### src/rtl/regbank_pkg.sv
// Shared defaults and PC index derivation for the register bank and its
// neighbours in decode and writeback. Optional forwarding: REGBANK_BYPASS_EN.
package regbank_pkg;

    localparam int unsigned DEF_BITWIDTH = 32;
    localparam int unsigned DEF_DEPTH    = 16;

    // The PC always occupies the top index of the register file.
    function automatic int unsigned pc_idx(input int unsigned depth);
        return depth - 1;
    endfunction

endpackage

### src/rtl/regbank_rdport.sv
// One registered read port: address decode, PC select, optional write bypass
// (REGBANK_BYPASS_EN) and output flops. Outputs hold while rd_en is low.
module regbank_rdport
    import regbank_pkg::*;
#(
    parameter  int unsigned BITWIDTH = DEF_BITWIDTH,
    parameter  int unsigned DEPTH    = DEF_DEPTH,
    localparam int unsigned ADDR_W   = $clog2(DEPTH)
) (
    input  logic                clk,
    input  logic                rst,
    input  logic                rd_en,
    input  logic [ADDR_W-1:0]   raddr,
    input  logic [BITWIDTH-1:0] regs [DEPTH],
    input  logic [DEPTH-1:0]    pend,
    input  logic [DEPTH-1:0]    pend_next,
    input  logic                we,
    input  logic [ADDR_W-1:0]   waddr,
    input  logic [BITWIDTH-1:0] wdata,
    input  logic [BITWIDTH-1:0] pc_in,
    output logic [BITWIDTH-1:0] rdata,
    output logic                rhaz
);

    localparam logic [ADDR_W-1:0] PC_ADDR = ADDR_W'(pc_idx(DEPTH));

    logic [BITWIDTH-1:0] sel_data;
    logic                sel_haz;

`ifdef REGBANK_BYPASS_EN
    logic bypass_hit;
    assign bypass_hit = we && (waddr == raddr);
`else
    logic unused_bypass;
    assign unused_bypass = ^{pend_next, we, waddr, wdata};
`endif

    always_comb begin
        sel_data = regs[raddr];
        sel_haz  = pend[raddr];
`ifdef REGBANK_BYPASS_EN
        // Forwarded hazard comes from the updated vector so a same-cycle
        // re-mark by PEND_SET survives the write.
        if (bypass_hit) begin
            sel_data = wdata;
            sel_haz  = pend_next[raddr];
        end
`endif
        if (raddr == PC_ADDR) begin
            sel_data = pc_in;
            sel_haz  = 1'b0;
        end
    end

    always_ff @(posedge clk) begin
        if (rst) begin
            rdata <= '0;
            rhaz  <= 1'b0;
        end else if (rd_en) begin
            rdata <= sel_data;
            rhaz  <= sel_haz;
        end
    end

endmodule

### src/rtl/regbank.sv
// ARM register bank: DEPTH-1 general registers, PC read from PC_IN, two
// registered read ports and a pending-load scoreboard. Bypass: REGBANK_BYPASS_EN.
module regbank
    import regbank_pkg::*;
#(
    parameter  int unsigned BITWIDTH = DEF_BITWIDTH,
    parameter  int unsigned DEPTH    = DEF_DEPTH,
    localparam int unsigned ADDR_W   = $clog2(DEPTH)
) (
    input  logic                CLK,
    input  logic                RST,
    input  logic                RD_EN,
    input  logic [ADDR_W-1:0]   RADDR_A,
    input  logic [ADDR_W-1:0]   RADDR_B,
    output logic [BITWIDTH-1:0] RDATA_A,
    output logic [BITWIDTH-1:0] RDATA_B,
    output logic                RHAZ_A,
    output logic                RHAZ_B,
    input  logic                WE,
    input  logic [ADDR_W-1:0]   WADDR,
    input  logic [BITWIDTH-1:0] WDATA,
    input  logic                PEND_SET,
    input  logic [ADDR_W-1:0]   PEND_ADDR,
    input  logic [BITWIDTH-1:0] PC_IN,
    output logic                PEND_ANY
);

    localparam int unsigned       PC_IDX  = pc_idx(DEPTH);
    localparam logic [ADDR_W-1:0] PC_ADDR = ADDR_W'(PC_IDX);

    // No handshake: every cycle accepts one write, one pend-set and two reads.
    logic [BITWIDTH-1:0] reg_view [DEPTH];
    logic [DEPTH-1:0]    pend;
    logic [DEPTH-1:0]    pend_next;

    for (genvar g = 0; g < DEPTH - 1; g++) begin : g_reg
        logic [BITWIDTH-1:0] q;
        always_ff @(posedge CLK) begin
            if (RST) begin
                q <= '0;
            end else if (WE && (WADDR == ADDR_W'(g))) begin
                q <= WDATA;
            end
        end
        assign reg_view[g] = q;
    end

    // The PC slot has no storage; the read ports substitute PC_IN for it.
    assign reg_view[PC_IDX] = '0;

    // Clear on write first, then set, so a same-cycle set wins.
    always_comb begin
        pend_next = pend;
        if (WE) begin
            pend_next[WADDR] = 1'b0;
        end
        if (PEND_SET && (PEND_ADDR != PC_ADDR)) begin
            pend_next[PEND_ADDR] = 1'b1;
        end
    end

    always_ff @(posedge CLK) begin
        if (RST) begin
            pend     <= '0;
            PEND_ANY <= 1'b0;
        end else begin
            pend     <= pend_next;
            PEND_ANY <= |pend_next;
        end
    end

    regbank_rdport #(
        .BITWIDTH (BITWIDTH),
        .DEPTH    (DEPTH)
    ) u_port_a (
        .clk       (CLK),
        .rst       (RST),
        .rd_en     (RD_EN),
        .raddr     (RADDR_A),
        .regs      (reg_view),
        .pend      (pend),
        .pend_next (pend_next),
        .we        (WE),
        .waddr     (WADDR),
        .wdata     (WDATA),
        .pc_in     (PC_IN),
        .rdata     (RDATA_A),
        .rhaz      (RHAZ_A)
    );

    regbank_rdport #(
        .BITWIDTH (BITWIDTH),
        .DEPTH    (DEPTH)
    ) u_port_b (
        .clk       (CLK),
        .rst       (RST),
        .rd_en     (RD_EN),
        .raddr     (RADDR_B),
        .regs      (reg_view),
        .pend      (pend),
        .pend_next (pend_next),
        .we        (WE),
        .waddr     (WADDR),
        .wdata     (WDATA),
        .pc_in     (PC_IN),
        .rdata     (RDATA_B),
        .rhaz      (RHAZ_B)
    );

endmodule

### config.mk
export PLATFORM = sky130hd
export DESIGN_NAME = regbank
export DESIGN_NICKNAME = d
export VERILOG_FILES = /design/src/rtl/regbank_pkg.sv /design/src/rtl/regbank_rdport.sv /design/src/rtl/regbank.sv
export SDC_FILE = /design/constraint.sdc
export NUM_CORES = 2
export LEC_CHECK = 0
export ABC_AREA = 1
export BUFFER_PORTS_ARGS = -buffer_cell sky130_fd_sc_hd__buf_2
export CAP_MARGIN = 20
export CORE_ASPECT_RATIO = 2
export CORE_MARGIN = 3
export CORE_UTILIZATION = 35
export CTS_CLUSTER_SIZE = 25
export DETAILED_ROUTE_END_ITERATION = 10
export PLACE_DENSITY = 0.59
export REMOVE_ABC_BUFFERS = 1
export SLEW_MARGIN = 5
export SYNTH_ARGS = -nofsm -noshare
export SYNTH_HDL_FRONTEND = slang
export SYNTH_SLANG_ARGS = --single-unit
### constraint.sdc
create_clock -name CLK -period 1.15 [get_ports CLK]
set_input_delay 0.115 -clock CLK [delete_from_list [all_inputs] [get_ports CLK]]
set_output_delay 0.115 -clock CLK [all_outputs]
set_load 0.005 [all_outputs]
==> results by stage <==
Run status:
- The run finished, with violations left.
- The checks that failed: setup timing.

Clocking:
- Clock tree synthesis inserted a total of between 50 and 60 buffers.
- CTS placed an instance of sky130_fd_sc_hd__clkbuf_16 at the clock tree root.
- For this design, the sink count on the clock tree is about 560.
- The H-tree depth is 2.
- The clock transition time at the flip-flop clock pins of the worst setup and hold paths is 0.07 ns.
- The clock tree from TritonCTS is built.
- The buffer levels on the longest clock path is 3.
- For the worst-skew pair, the clock arrives at the later sink with an insertion delay of roughly 0.63 ns.

Run:
- Max-cap violations in this run came to 0.

Detailed routing:
- The remaining antenna violation count after routing is 0.
- The first-pass iteration count of the detailed router is 6.
- The final layout contains routed wiring with a total length of approximately 130,000 µm.
- After detailed routing, the average wire length per cell comes to slightly above 20 µm.
- For this run, design rule violations remaining after detail routing come to 0.
- The detailed router placed roughly 34,000 vias in this run.
- The number of design-rule violations left by the first detailed-router iteration is around 2,800.
- The number of vias per cell is 5.33.

Setup path:
- The largest driver fanout on the critical path is 2.
- Counting both buffers and inverters, the worst setup path holds a total of 1.
- The critical path data required time is about 1.0 ns.
- For this run, the slowest stage of the critical path takes roughly 0.37 ns.
- The category of the worst setup path launch point is a flop.
- The critical path goes through buf_2.
- The worst setup path is captured at an output pin.
- The path type of the worst setup path is reg2out.
- Among all stages on the critical path, the largest delay is contributed by sky130_fd_sc_hd__dfxtp_2.
- For the worst setup path, the data arrival time is approximately 1.1 ns.
- Among cell families on the critical path, the largest total delay comes from flip-flops.

Synth:
- Yosys printed 0 warnings.
- The main flop type after synthesis is sky130_fd_sc_hd__dfxtp_1.
- The instance count of the mapped netlist is around 4,900.
- The post-synthesis instance area is slightly above 30,000 µm².
- After synthesis the netlist holds a flip-flop and latch count of about 560.
- Synthesis instantiated 27 different standard cells from the library.
- The number of enable-type register cells in the synthesized netlist is 0.
- The sequential element share of the synthesized area is 36.8%.
- The average cell area after synthesis is approximately 6.3 µm².
- Counting flops with an async set or reset pin after synthesis yields a share of 0%.

GRT:
- The wire length of the first global-routing pass is between 150,000 and 200,000 µm.
- Entering global routing, the biggest net connects 65 pins.
- The leftover overflow at the end of global routing is 0.
- The number of global-route vias before repair came to about 33,000.
- The aggregate global-route resource usage is 27.0%.
- The initial antenna violation count came to 1.

Floorplanning:
- In this run the core area contains around 150 standard-cell rows.
- The total area inside the core boundary comes to approximately 86,000 µm².
- The die is about 220 µm wide.
- The die outline area is 91,200 µm².
- The vertical die dimension is about 420 µm.
- In this run the count of I/O pins placed on the die edge is between 150 and 200.
- For this configuration, the core starts out at a cell density of between 30 and 40%.

STA:
- Headroom to the max-slew limit came out at 62.9%.
- The portion of the clock cycle consumed by the worst path in the final layout is 108%.
- The smallest clock period supported by the final layout is computed as 1.24 ns.
- The final hold violation count is 0.
- Setup repair after global routing could not meet its margin everywhere.
- Setup violations remaining at the end of the flow were counted as 66.
- The worst hold slack after final layout is around 0.10 ns.
- The total negative slack is -2.04 ns.
- The maximum achievable frequency is slightly above 800 MHz.
- The final worst clock skew is 0.0325 ns.
- The total count of max-transition violations in the final report was 0.
- Across all setup checks in the final design, the least slack found is -0.0932 ns.
- The pin slew with the least headroom to its limit is around 0.56 ns.

Placement:
- The congestion estimate from routability-driven global placement came to around 0.9.
- The cell area reported after detailed placement is about 36,000 µm².
- The HPWL after detailed placement is 87,200 µm.
- Timing analysis after detailed placement gives a worst setup slack of -0.537 ns.
- The quantity of I/O buffers inserted on ports is about 150.

Final layout:
- The number of antenna diodes is 0.
- The final instance area is between 30,000 and 40,000 µm².
- Measured on the finished design, the core utilization comes to between 40% and 50%.
- The net count of the finished layout is roughly 5,200.
- The share of cells above drive strength 1 is between 20 and 25%.
- The post-synthesis to final-layout area growth is 29.4%.

Pwr:
- The static leakage is 0.0173 µW.
- The worst IR drop on VDD is approximately 1.1 mV.
- The power per standard cell area is 1210 nW/µm².

Min path:
- The worst hold path belongs to the class in2reg.
==> cells in the mapped netlist (3+ instances only) <==
cell	instances	area share [%]
sky130_fd_sc_hd__clkinv_1	4	0.049
sky130_fd_sc_hd__nand2_1	1704	21
sky130_fd_sc_hd__buf_6	17	0.63
sky130_fd_sc_hd__clkbuf_1	145	1.8
sky130_fd_sc_hd__dfxtp_1	563	37
sky130_fd_sc_hd__inv_4	4	0.082
sky130_fd_sc_hd__nor2_1	407	5.0
sky130_fd_sc_hd__a21oi_1	289	4.7
sky130_fd_sc_hd__a211oi_1	340	8.3
sky130_fd_sc_hd__nand3_1	444	7.3
sky130_fd_sc_hd__nand4_1	107	2.2
sky130_fd_sc_hd__a211oi_2	15	0.61
sky130_fd_sc_hd__o21ai_0	66	1.1
sky130_fd_sc_hd__buf_1	20	0.25
sky130_fd_sc_hd__inv_2	8	0.098
sky130_fd_sc_hd__nor2_2	5	0.10
sky130_fd_sc_hd__inv_1	491	6.0
sky130_fd_sc_hd__buf_4	18	0.44
sky130_fd_sc_hd__buf_2	194	3.2
sky130_fd_sc_hd__nor2_4	3	0.11
==> cell type report <==
| cell class | count | area, µm² |
|---|---|---|
| multi-input combinational | 3390 | 16300 |
| clock inverter | 19 | 312 |
| fill | 8770 | 46600 |
| timing repair buffer | 632 | 6570 |
| sequential | 563 | 11400 |
| inverter | 507 | 1930 |
| tap | 1155 | 1450 |
| clock buffer | 74 | 1550 |
==> repair_timing <==
action / in CTS / in global routing
gates resized for setup: 122 / 424
cloned: 0 / 2
hold buffers: 72 / 0
setup buffers: 7 / 14
hold endpoints to repair: 556 / 0
endpoints found under the setup margin: 80 / 130
pin swaps: 3 / 132
==> per-layer routing <==
layer | share of wire [%] | global-route usage [%] | vias to the layer above
li1 | - | - | 16200
met1 | 37 | 29.9 | 15700
met2 | 49 | 48.3 | 1418
met3 | 6.1 | 3.53 | 473
met4 | 7.5 | 17.5 | 2
met5 | 0.010 | 0 | -
==> layout by cell type, fill, tap and decap left out, types with 3 or more instances in the layout <==
master / n
sky130_fd_sc_hd__buf_4: 280
sky130_fd_sc_hd__clkinv_2: 8
sky130_fd_sc_hd__dfxtp_1: 427
sky130_fd_sc_hd__inv_2: 128
sky130_fd_sc_hd__nand3_1: 368
sky130_fd_sc_hd__dlygate4sd3_1: 71
sky130_fd_sc_hd__clkbuf_16: 56
sky130_fd_sc_hd__o21ai_2: 6
sky130_fd_sc_hd__buf_12: 128
sky130_fd_sc_hd__nand3_2: 71
sky130_fd_sc_hd__clkbuf_1: 8
sky130_fd_sc_hd__nor2_2: 6
sky130_fd_sc_hd__a21oi_1: 252
sky130_fd_sc_hd__clkinv_1: 3
sky130_fd_sc_hd__inv_1: 371
sky130_fd_sc_hd__a21oi_2: 37
sky130_fd_sc_hd__nand2_2: 85
sky130_fd_sc_hd__dfxtp_4: 3
sky130_fd_sc_hd__nand3_4: 6
sky130_fd_sc_hd__a211oi_1: 340
sky130_fd_sc_hd__nand4_1: 107
sky130_fd_sc_hd__nor2_4: 9
sky130_fd_sc_hd__nand2_1: 1621
sky130_fd_sc_hd__buf_2: 93
sky130_fd_sc_hd__nor2_1: 400
sky130_fd_sc_hd__clkbuf_8: 12
sky130_fd_sc_hd__bufinv_16: 8
sky130_fd_sc_hd__o21ai_1: 19
sky130_fd_sc_hd__dfxtp_2: 133
sky130_fd_sc_hd__o21ai_0: 42
sky130_fd_sc_hd__buf_6: 55
sky130_fd_sc_hd__a211oi_2: 15
==> metrics by stage <==
step                instances  total power [µW]
floorplan                4460             23600
global placement         6152             27800
detailed placement       6152             27800
CTS                      6324             47500
global route             6340             49300
finish                   6340             47800
==> report_power, final <==
group,internal [µW],switching (µW)
clock network,11100,8400
logic,3070,4920
registers,20000,262
total,34200,13600
==> cell families (layout without fill, tap and decap cells) <==
logic type / count (synthesis) / in the layout / share of synthesized area [%]
AND/OR/NAND/NOR: 2677 / 2677 / 35.8
flip-flops: 563 / 563 / 36.8
AO/OA/AOI/OAI: 713 / 713 / 14.8
buffers and inverters: 901 / 1232 / 12.5
==> worst paths after layout <==
path	from	to	slack (ns)	depth (start not counted)
worst max register to register	g_reg[4].q[30]	u_port_b.rdata[30]	0.01	8
worst min register to register	g_reg[13].q[9]	g_reg[13].q[9]	0.47	2
worst max-delay path	u_port_a.rdata[8]	RDATA_A[8]	-0.09	1
worst min-delay path	WADDR[0]	pend[2]	0.10	6
==> registers in the layout (all words and copies together), names as in the netlist <==
register	cells
g.q	480
u_port_a.rdata	32
u_port_b.rdata	32
pend	16
PEND_ANY	1
u_port_a.rhaz	1
u_port_b.rhaz	1
Note: power is estimated with default switching activity, not from simulation.
